$ cat src/rtl/bitwise_logic_unit.sv
// ---------------------------------------------------------------------------
// bitwise_logic_unit
//
// Two-stage valid/ready pipeline that applies a bitwise operation to two
// WIDTH-bit operands. Stage 1 holds the raw operands and op code, stage 2
// holds the computed result. Each stage moves independently, so with
// out_ready held high the unit sustains one beat per cycle.
//
// Optional feature macro: BLU_FLAGS_EN
//   When defined, the unit also provides the zero and parity flags. Both
//   flags are registered in stage 2 next to Y.
//
// Parameters
//   WIDTH  operand/result width (1..64)
//   CNT_W  width of the completed-output-handshake counter
//
// Ports
//   clk        rising-edge clock
//   rst        asynchronous, active-high reset
//   in_valid   operand beat present
//   in_ready   unit can take a beat this cycle (combinational)
//   A, B       operands
//   op         0 AND, 1 OR, 2 XOR, 3 NAND, 4 NOR, 5 XNOR, 6 ANDN, 7 PASS
//   out_valid  result beat present (stage 2 valid)
//   out_ready  downstream accepts the result
//   Y          result (registered)
//   count      number of output handshakes, wraps at 2^CNT_W
//   zero       Y == 0           (BLU_FLAGS_EN only)
//   parity     XOR-reduction of Y (BLU_FLAGS_EN only)
// ---------------------------------------------------------------------------
module bitwise_logic_unit #(
    parameter int WIDTH = 32,
    parameter int CNT_W = 16
) (
    input  logic             clk,
    input  logic             rst,
    input  logic             in_valid,
    output logic             in_ready,
    input  logic [WIDTH-1:0] A,
    input  logic [WIDTH-1:0] B,
    input  logic [2:0]       op,
    output logic             out_valid,
    input  logic             out_ready,
    output logic [WIDTH-1:0] Y,
`ifdef BLU_FLAGS_EN
    output logic             zero,
    output logic             parity,
`endif
    output logic [CNT_W-1:0] count
);

    // Bitwise operation selected by op_v.
    function automatic logic [WIDTH-1:0] compute_result(
        input logic [WIDTH-1:0] a_v,
        input logic [WIDTH-1:0] b_v,
        input logic [2:0]       op_v
    );
        logic [WIDTH-1:0] res_v;
        case (op_v)
            3'd0:    res_v = a_v & b_v;
            3'd1:    res_v = a_v | b_v;
            3'd2:    res_v = a_v ^ b_v;
            3'd3:    res_v = ~(a_v & b_v);
            3'd4:    res_v = ~(a_v | b_v);
            3'd5:    res_v = ~(a_v ^ b_v);
            3'd6:    res_v = a_v & ~b_v;
            3'd7:    res_v = a_v;
            default: res_v = a_v;
        endcase
        return res_v;
    endfunction

`ifdef BLU_FLAGS_EN
    // Even-parity bit of a result word.
    function automatic logic parity_of(input logic [WIDTH-1:0] v);
        return ^v;
    endfunction
`endif

    logic             s1_valid_r;
    logic [WIDTH-1:0] s1_a_r;
    logic [WIDTH-1:0] s1_b_r;
    logic [2:0]       s1_op_r;
    logic             s2_valid_r;
    logic [WIDTH-1:0] y_r;
    logic [CNT_W-1:0] count_r;
    logic [WIDTH-1:0] result_s;
    logic             s1_load_s;
    logic             s2_load_s;
    logic             out_hs_s;
`ifdef BLU_FLAGS_EN
    logic             zero_r;
    logic             parity_r;
`endif

    // Stage load enables and in_ready; stage 2 frees up in the same cycle
    // it hands its beat downstream, so in_ready can stay high when full.
    always_comb begin
        s2_load_s = s1_valid_r & (~s2_valid_r | out_ready);
        in_ready  = ~s1_valid_r | s2_load_s;
        s1_load_s = in_valid & in_ready;
        out_hs_s  = s2_valid_r & out_ready;
        result_s  = compute_result(s1_a_r, s1_b_r, s1_op_r);
    end

    // Stage 1: operand capture and occupancy.
    always_ff @(posedge clk or posedge rst) begin
        if (rst) begin
            s1_valid_r <= 1'b0;
            s1_a_r     <= {WIDTH{1'b0}};
            s1_b_r     <= {WIDTH{1'b0}};
            s1_op_r    <= 3'd0;
        end else begin
            if (s1_load_s) begin
                s1_valid_r <= 1'b1;
                s1_a_r     <= A;
                s1_b_r     <= B;
                s1_op_r    <= op;
            end else if (s2_load_s) begin
                s1_valid_r <= 1'b0;
            end
        end
    end

    // Stage 2: result register; holds Y/flags steady while stalled.
    always_ff @(posedge clk or posedge rst) begin
        if (rst) begin
            s2_valid_r <= 1'b0;
            y_r        <= {WIDTH{1'b0}};
`ifdef BLU_FLAGS_EN
            zero_r     <= 1'b1;
            parity_r   <= 1'b0;
`endif
        end else begin
            if (s2_load_s) begin
                s2_valid_r <= 1'b1;
                y_r        <= result_s;
`ifdef BLU_FLAGS_EN
                zero_r     <= (result_s == {WIDTH{1'b0}});
                parity_r   <= parity_of(result_s);
`endif
            end else if (out_hs_s) begin
                s2_valid_r <= 1'b0;
            end
        end
    end

    // Completed-output counter; wraps naturally at 2^CNT_W.
    always_ff @(posedge clk or posedge rst) begin
        if (rst) begin
            count_r <= {CNT_W{1'b0}};
        end else if (out_hs_s) begin
            count_r <= count_r + {{(CNT_W-1){1'b0}}, 1'b1};
        end
    end

    assign out_valid = s2_valid_r;
    assign Y         = y_r;
    assign count     = count_r;
`ifdef BLU_FLAGS_EN
    assign zero      = zero_r;
    assign parity    = parity_r;
`endif

endmodule

$ cat config.mk
export PLATFORM = sky130hd
export DESIGN_NAME = bitwise_logic_unit
export DESIGN_NICKNAME = d
export VERILOG_FILES = /design/src/rtl/bitwise_logic_unit.sv
export SDC_FILE = /design/constraint.sdc
export NUM_CORES = 1
export LEC_CHECK = 0
export BUFFER_PORTS_ARGS = -buffer_cell sky130_fd_sc_hd__clkbuf_2
export CORE_ASPECT_RATIO = 0.5
export CORE_MARGIN = 2
export CORE_UTILIZATION = 35
export DETAILED_ROUTE_END_ITERATION = 8
export HOLD_SLACK_MARGIN = 0.08
export SETUP_SLACK_MARGIN = 0.5
export SLEW_MARGIN = 20
export SYNTH_ARGS = -nofsm -noshare
export SYNTH_HDL_FRONTEND = slang
export SYNTH_SLANG_ARGS = --single-unit
$ cat constraint.sdc
create_clock -name clk -period 4.7 [get_ports clk]
set_input_delay 0.94 -clock clk [delete_from_list [all_inputs] [get_ports clk]]
set_output_delay 0.94 -clock clk [all_outputs]
set_load 0.01 [all_outputs]
---- Word level (Yosys, flattened, before mapping) ----
Index checks and enable logic that the tools add are counted.
word-level totals
  output and inout bits ................... 50
  input port bits ......................... 71
  register bits after elaboration ......... 117
cells by class
  muxes and demuxes ....................... 5
  add/subtract/negate cells ............... 1
  bitwise gates (word level) .............. 15
  reduce and logical (&&, ||, !) cells .... 3
  equal/unequal tests ..................... 7
operators by type and width
  cell                   number
  $pmux 32 s8            1
  $not 32->32            4
  $and 32x32->32         2
  $or 32x32->32          1
  $xor 32x32->32         1
  $add 16x1->16 const B  1
  $eq 3x3->1 const B     4
  $eq 3x2->1 const B     2
  $mux 1                 4
  $reduce_bool 2->1      2
  $and 1x1->1            3
  $eq 3x1->1 const B     1
  $logic_not 3->1        1
  $not 1->1              2
  $or 1x1->1             2

---- Depth between registers and ports, before layout ----
  word-level depth ........................ 6
  depth in mapped cells ................... 7
  depth with buffers taken out ............ 6

---- Least setup slack after synthesis ----
OpenSTA, ideal clock, no wires.
  path kind ............................... input to output
  start point ............................. input out_ready
  end point ............................... output in_ready
  path buffers ............................ 0
  data arrival time ....................... 1154 ps
  stages .................................. 1
  slack ................................... 2606 ps
  cells stage by stage .................... nand3b_1
on the way
  cells in the longest elaborated chain, start to end .. 3
RTL lines
  item             RTL line  source
  start, declared  43        input logic out_ready,
  $or 1x1->1       99        s2_load_s = s1_valid_r & (~s2_valid_r | out_ready);
  $and 1x1->1      99
  $or 1x1->1       100       in_ready = ~s1_valid_r | s2_load_s;
  end, declared    38        output logic in_ready,
No other way between the ends.

---- Final worst setup path ----
  start point ............................. register s1_op_r[1]
  end point ............................... register y_r[31], in the netlist Y[31]
on the way
  cells in the longest elaborated chain, start to end .. 2
  elaborated cells on any way between the ends .. 9
  classes of those cells .................. eq/ne (7); mux (1); reduce/logical (1)
RTL lines
  item                                RTL line  source
  start, declared                     83        logic [2:0] s1_op_r;
  start signal, assigned              118       s1_op_r <= op;
  $eq 3x3->1 (tied with other cells)  59        case (op_v)
  $pmux 32 s8 *                       59
  end signal, assigned                129       y_r <= {WIDTH{1'b0}};
  end signal, assigned                137       y_r <= result_s;
  end, declared                       85        logic [WIDTH-1:0] y_r;
Every way passes the cells marked *; elsewhere a longest branch is shown, timed or not.
A chain may end at the register's enable or synchronous reset.

==> impl_results.md <==
- CTS sink cnt: 117
- HP Class: reg -> reg
- Syn_nets: 912
- Net Sw Frac: 0.347
- CTS H-tree lvls: 4
- Hold_buf cts: 0
- Adder-Cell Fraction of Synth Area: 0.155
- Max FO, Critical Path: 69
- Final period util: 0.647
- DR WL/cell: 17.0 um
- Post-placement cell count: 1118
- Distinct cells, synth: 39
- FILL cells: 2090
- Slew Viols, Final: 0
- #FFs+latches synth: 117
- Root Buffer: clkbuf_16
- Hold Crit Start: count[15]
- Area leader, netlist: dfrtp_1
- WL final: 19500 um
- Min Tclk post-route: 3.04 ns
- Vias in the first global route: 6279
- Syn. warnings: 0
- Die Wd: 216 um
- Reg-to-reg endpoint: Y[31]
- Detailed Routing Iterations Pass 1: 4
- Reg2reg setup slack: 1.66 ns
- R2R Path Start: s1_op_r[1]
- Arrival time worst endpoint: 3.38 ns
- CTS Buf Count: 17
- Worst setup path class: reg -> reg
- Crit path capture type: flip-flop
- Port bufs: 120
- Layout Skew: 0.00728 ns
- Clock group share of total power: 0.323
- Status: complete, no violations
- DRC Markers: 0
- Aggregate global routing overflow: 0
- Register area share after synthesis: 0.373
- XOR/XNOR share of the synthesized area: 0.0167
- Initial Util: 0.360
- Initial antenna violation count: 0
- Die area: 23700 um^2
- Synth top area share: 0.373
- Cell Area, Synth: 7850 um^2
- Hold endpoint: count[15]
- Final TNS setup: 0 ns
- Core Rows: 38
- Req. time, crit path: 5.04 ns
- Placer congestion estimate: 0.745
- Routed Antenna Nets: 0
- CORE AREA: 21800 um^2
- Sequential share of power: 0.373
- First-pass GRT wire length: 31600 um
- RSZ-0062 raised after global routing: false
- Leakage power: 4.25 nW
- Headroom to the max-slew limit: 0.369
- Max clock buf depth: 2
- Starting DRC count in detailed routing: 297
- # setup viols final: 0
- CTS clk-pin slew, worst paths: 0.06 ns
- N_diodes: 0
- Post-DP HPWL: 12600 um
- I/O Pins: 121
- Peak VDD IR: 214 uV
- Actual slew at the worst max-slew pin: 0.944 ns
- Synth Area in Simple Gates: 0.0852
- Power Dens Cells: 432 nW/um^2
- Total power: 3.95 mW
- Max cap viols: 0
- Hold Crit Depth: 1
- Synth top area cells: dfrtp_1 (37%), ha_1 (15%), mux2_2 (9.8%)
- Setup crit start kind: flip-flop
- Final nets: 1005
- Vias per inst: 5.22
- Mapped Cells: 744
- Switching power: 1.37 mW
- Die Ht: 110 um
- Layout area overhead: 16.4%
- Final Hold Fails: 0
- Finished Layout Cells: 1149
- Vias: 5999
- Post-CTS Setup Bufs: 0
- Reg area: 2930 um^2
- Compound-gate portion of the synthesized area: 0.155
- Combinational power share: 0.304
- Post-cts resize count: 0
- Mapped Avg Cell Area: 10.5 um^2
- TritonCTS clock tree: yes
- Max frequency: 0.329 GHz
- Worst Reg-to-Reg Cells: 5
- Worst skew pair latency: 0.43 ns
- GR Util All Layers: 0.170
- Multiplexer share of the synthesized area: 0.137
- Multi-input logic area: 4330 um^2
- Largest net degree at the start of global routing: 70
- Internal: 2.58 mW
- Share of layout cells above drive strength 1: 0.285
- Main combinational cell family by area after synthesis: compound AO/OA/AOI/OAI gates
## critical path, stage by stage (launching register included)
cell and delay (ns):
dfrtp_4 1.03, nor2b_4 0.93, buf_4 0.43, a221oi_1 0.15, a31o_1 0.23, a31oi_1 0.18
## cell usage after synthesis
| library cell | number |
|---|---|
| nand2b_1 | 35 |
| xor2_1 | 4 |
| a31oi_1 | 31 |
| o211ai_1 | 31 |
| o22ai_1 | 32 |
| a31o_1 | 31 |
| or2_2 | 1 |
| nor3_2 | 2 |
| nor2b_4 | 1 |
| and2b_1 | 1 |
| dfrtp_1 | 117 |
| inv_2 | 1 |
| ha_1 | 97 |
| a21oi_1 | 1 |
| o22a_1 | 1 |
| xnor2_1 | 11 |
| buf_6 | 11 |
| nor4_4 | 1 |
| a22oi_1 | 1 |
| buf_2 | 27 |
| mux2i_1 | 31 |
| nor2_1 | 5 |
| nand3_1 | 5 |
| and4_1 | 1 |
| buf_4 | 8 |
| nand4_1 | 3 |
| clkbuf_1 | 7 |
| o21ai_0 | 1 |
| nor4_2 | 1 |
| o221a_2 | 1 |
| clkbuf_4 | 1 |
| and2_1 | 1 |
| inv_1 | 68 |
| mux2_2 | 68 |
| nand3b_1 | 1 |
| nand4_2 | 1 |
| nand2_1 | 72 |
| a221oi_1 | 31 |
| o211a_1 | 1 |
## flip-flops by register name, indices dropped and copies added (netlist names)
| signal | count |
|---|---|
| Y | 32 |
| count | 16 |
| out_valid | 1 |
| s1_a_r | 32 |
| s1_b_r | 32 |
| s1_op_r | 3 |
| s1_valid_r | 1 |
## kinds of logic (layout without fill, tap and decap cells)
group,Yosys count,in the layout
compound gates,162,162
simple gates,131,131
buf+inv,123,228
flops,117,117
mux,99,99
fa+ha+maj,97,97
xor+xnor,15,15
## final cells by class
type | count | share of cell area
inverter | 69 | 0.0286
timing repair buffer | 128 | 0.0723
clock inverter | 12 | 0.0144
multi-input combinational | 504 | 0.474
tap | 300 | 0.0411
sequential | 117 | 0.321
clock buffer | 19 | 0.0485
## how the worst max path moves through the flow
stage | startpoint | endpoint | slack [ns] | depth (start not counted)
3_5_place_dp | out_ready | Y[31] | 1.63 | 7
5_1_grt | s1_op_r[1] | Y[30] | 1.48 | 5
3_3_place_gp | out_ready | Y[30] | 1.72 | 7
6_report | s1_op_r[1] | Y[31] | 1.66 | 5
2_1_floorplan | rst | Y[0] | 0.66 | 1
4_1_cts | s1_op_r[1] | Y[31] | 1.64 | 5
## metal layers
| metal | vias to the layer above | GRT usage | share of wire |
|---|---|---|---|
| li1 | 2848 | - | - |
| met3 | 23 | 0.0362 | 0.037 |
| met2 | 84 | 0.300 | 0.49 |
| met1 | 3044 | 0.204 | 0.45 |
| met4 | 0 | 0.0690 | 0.016 |
| met5 | - | 0 | 0 |
## power groups by stage
stage	clock network, mW	registers [mW]	logic [mW]
global placement	0	1.49	1.16
detailed placement	0	1.49	1.20
floorplan	0	1.44	0.861
CTS	1.30	1.48	1.21
finish	1.27	1.47	1.20
global route	1.35	1.51	1.35
## metrics by stage
step | setup WS (ns) | utilization | hold WS, ns | instance area [um^2]
finish | 1.66 | 0.418 | 0.471 | 9130
global route | 1.48 | 0.418 | 0.504 | 9130
CTS | 1.64 | 0.418 | 0.479 | 9130
detailed placement | 1.63 | 0.392 | 0.472 | 8560
global placement | 1.72 | 0.392 | 0.463 | 8560
floorplan | 0.659 | - | 0.471 | 7850
## cell usage in the layout, fill, tap and decap left out, types with 2 or more instances in the layout
cell type / Yosys / final
a221oi_1: 31 / 31
a31o_1: 31 / 31
a31oi_1: 31 / 31
buf_4: 8 / 8
bufinv_16: 0 / 2
clkbuf_16: 0 / 17
clkbuf_2: 0 / 120
clkinv_2: 0 / 2
clkinvlp_4: 0 / 7
dfrtp_1: 117 / 114
dfrtp_2: 0 / 2
ha_1: 97 / 97
inv_1: 68 / 67
mux2_2: 68 / 68
mux2i_1: 31 / 31
nand2_1: 72 / 71
nand2b_1: 35 / 35
nand3_1: 5 / 4
nand4_1: 3 / 3
nor2_1: 5 / 5
o211ai_1: 31 / 31
o22ai_1: 32 / 32
xnor2_1: 11 / 11
xor2_1: 4 / 4
Note: power is estimated with default switching activity, not from simulation.
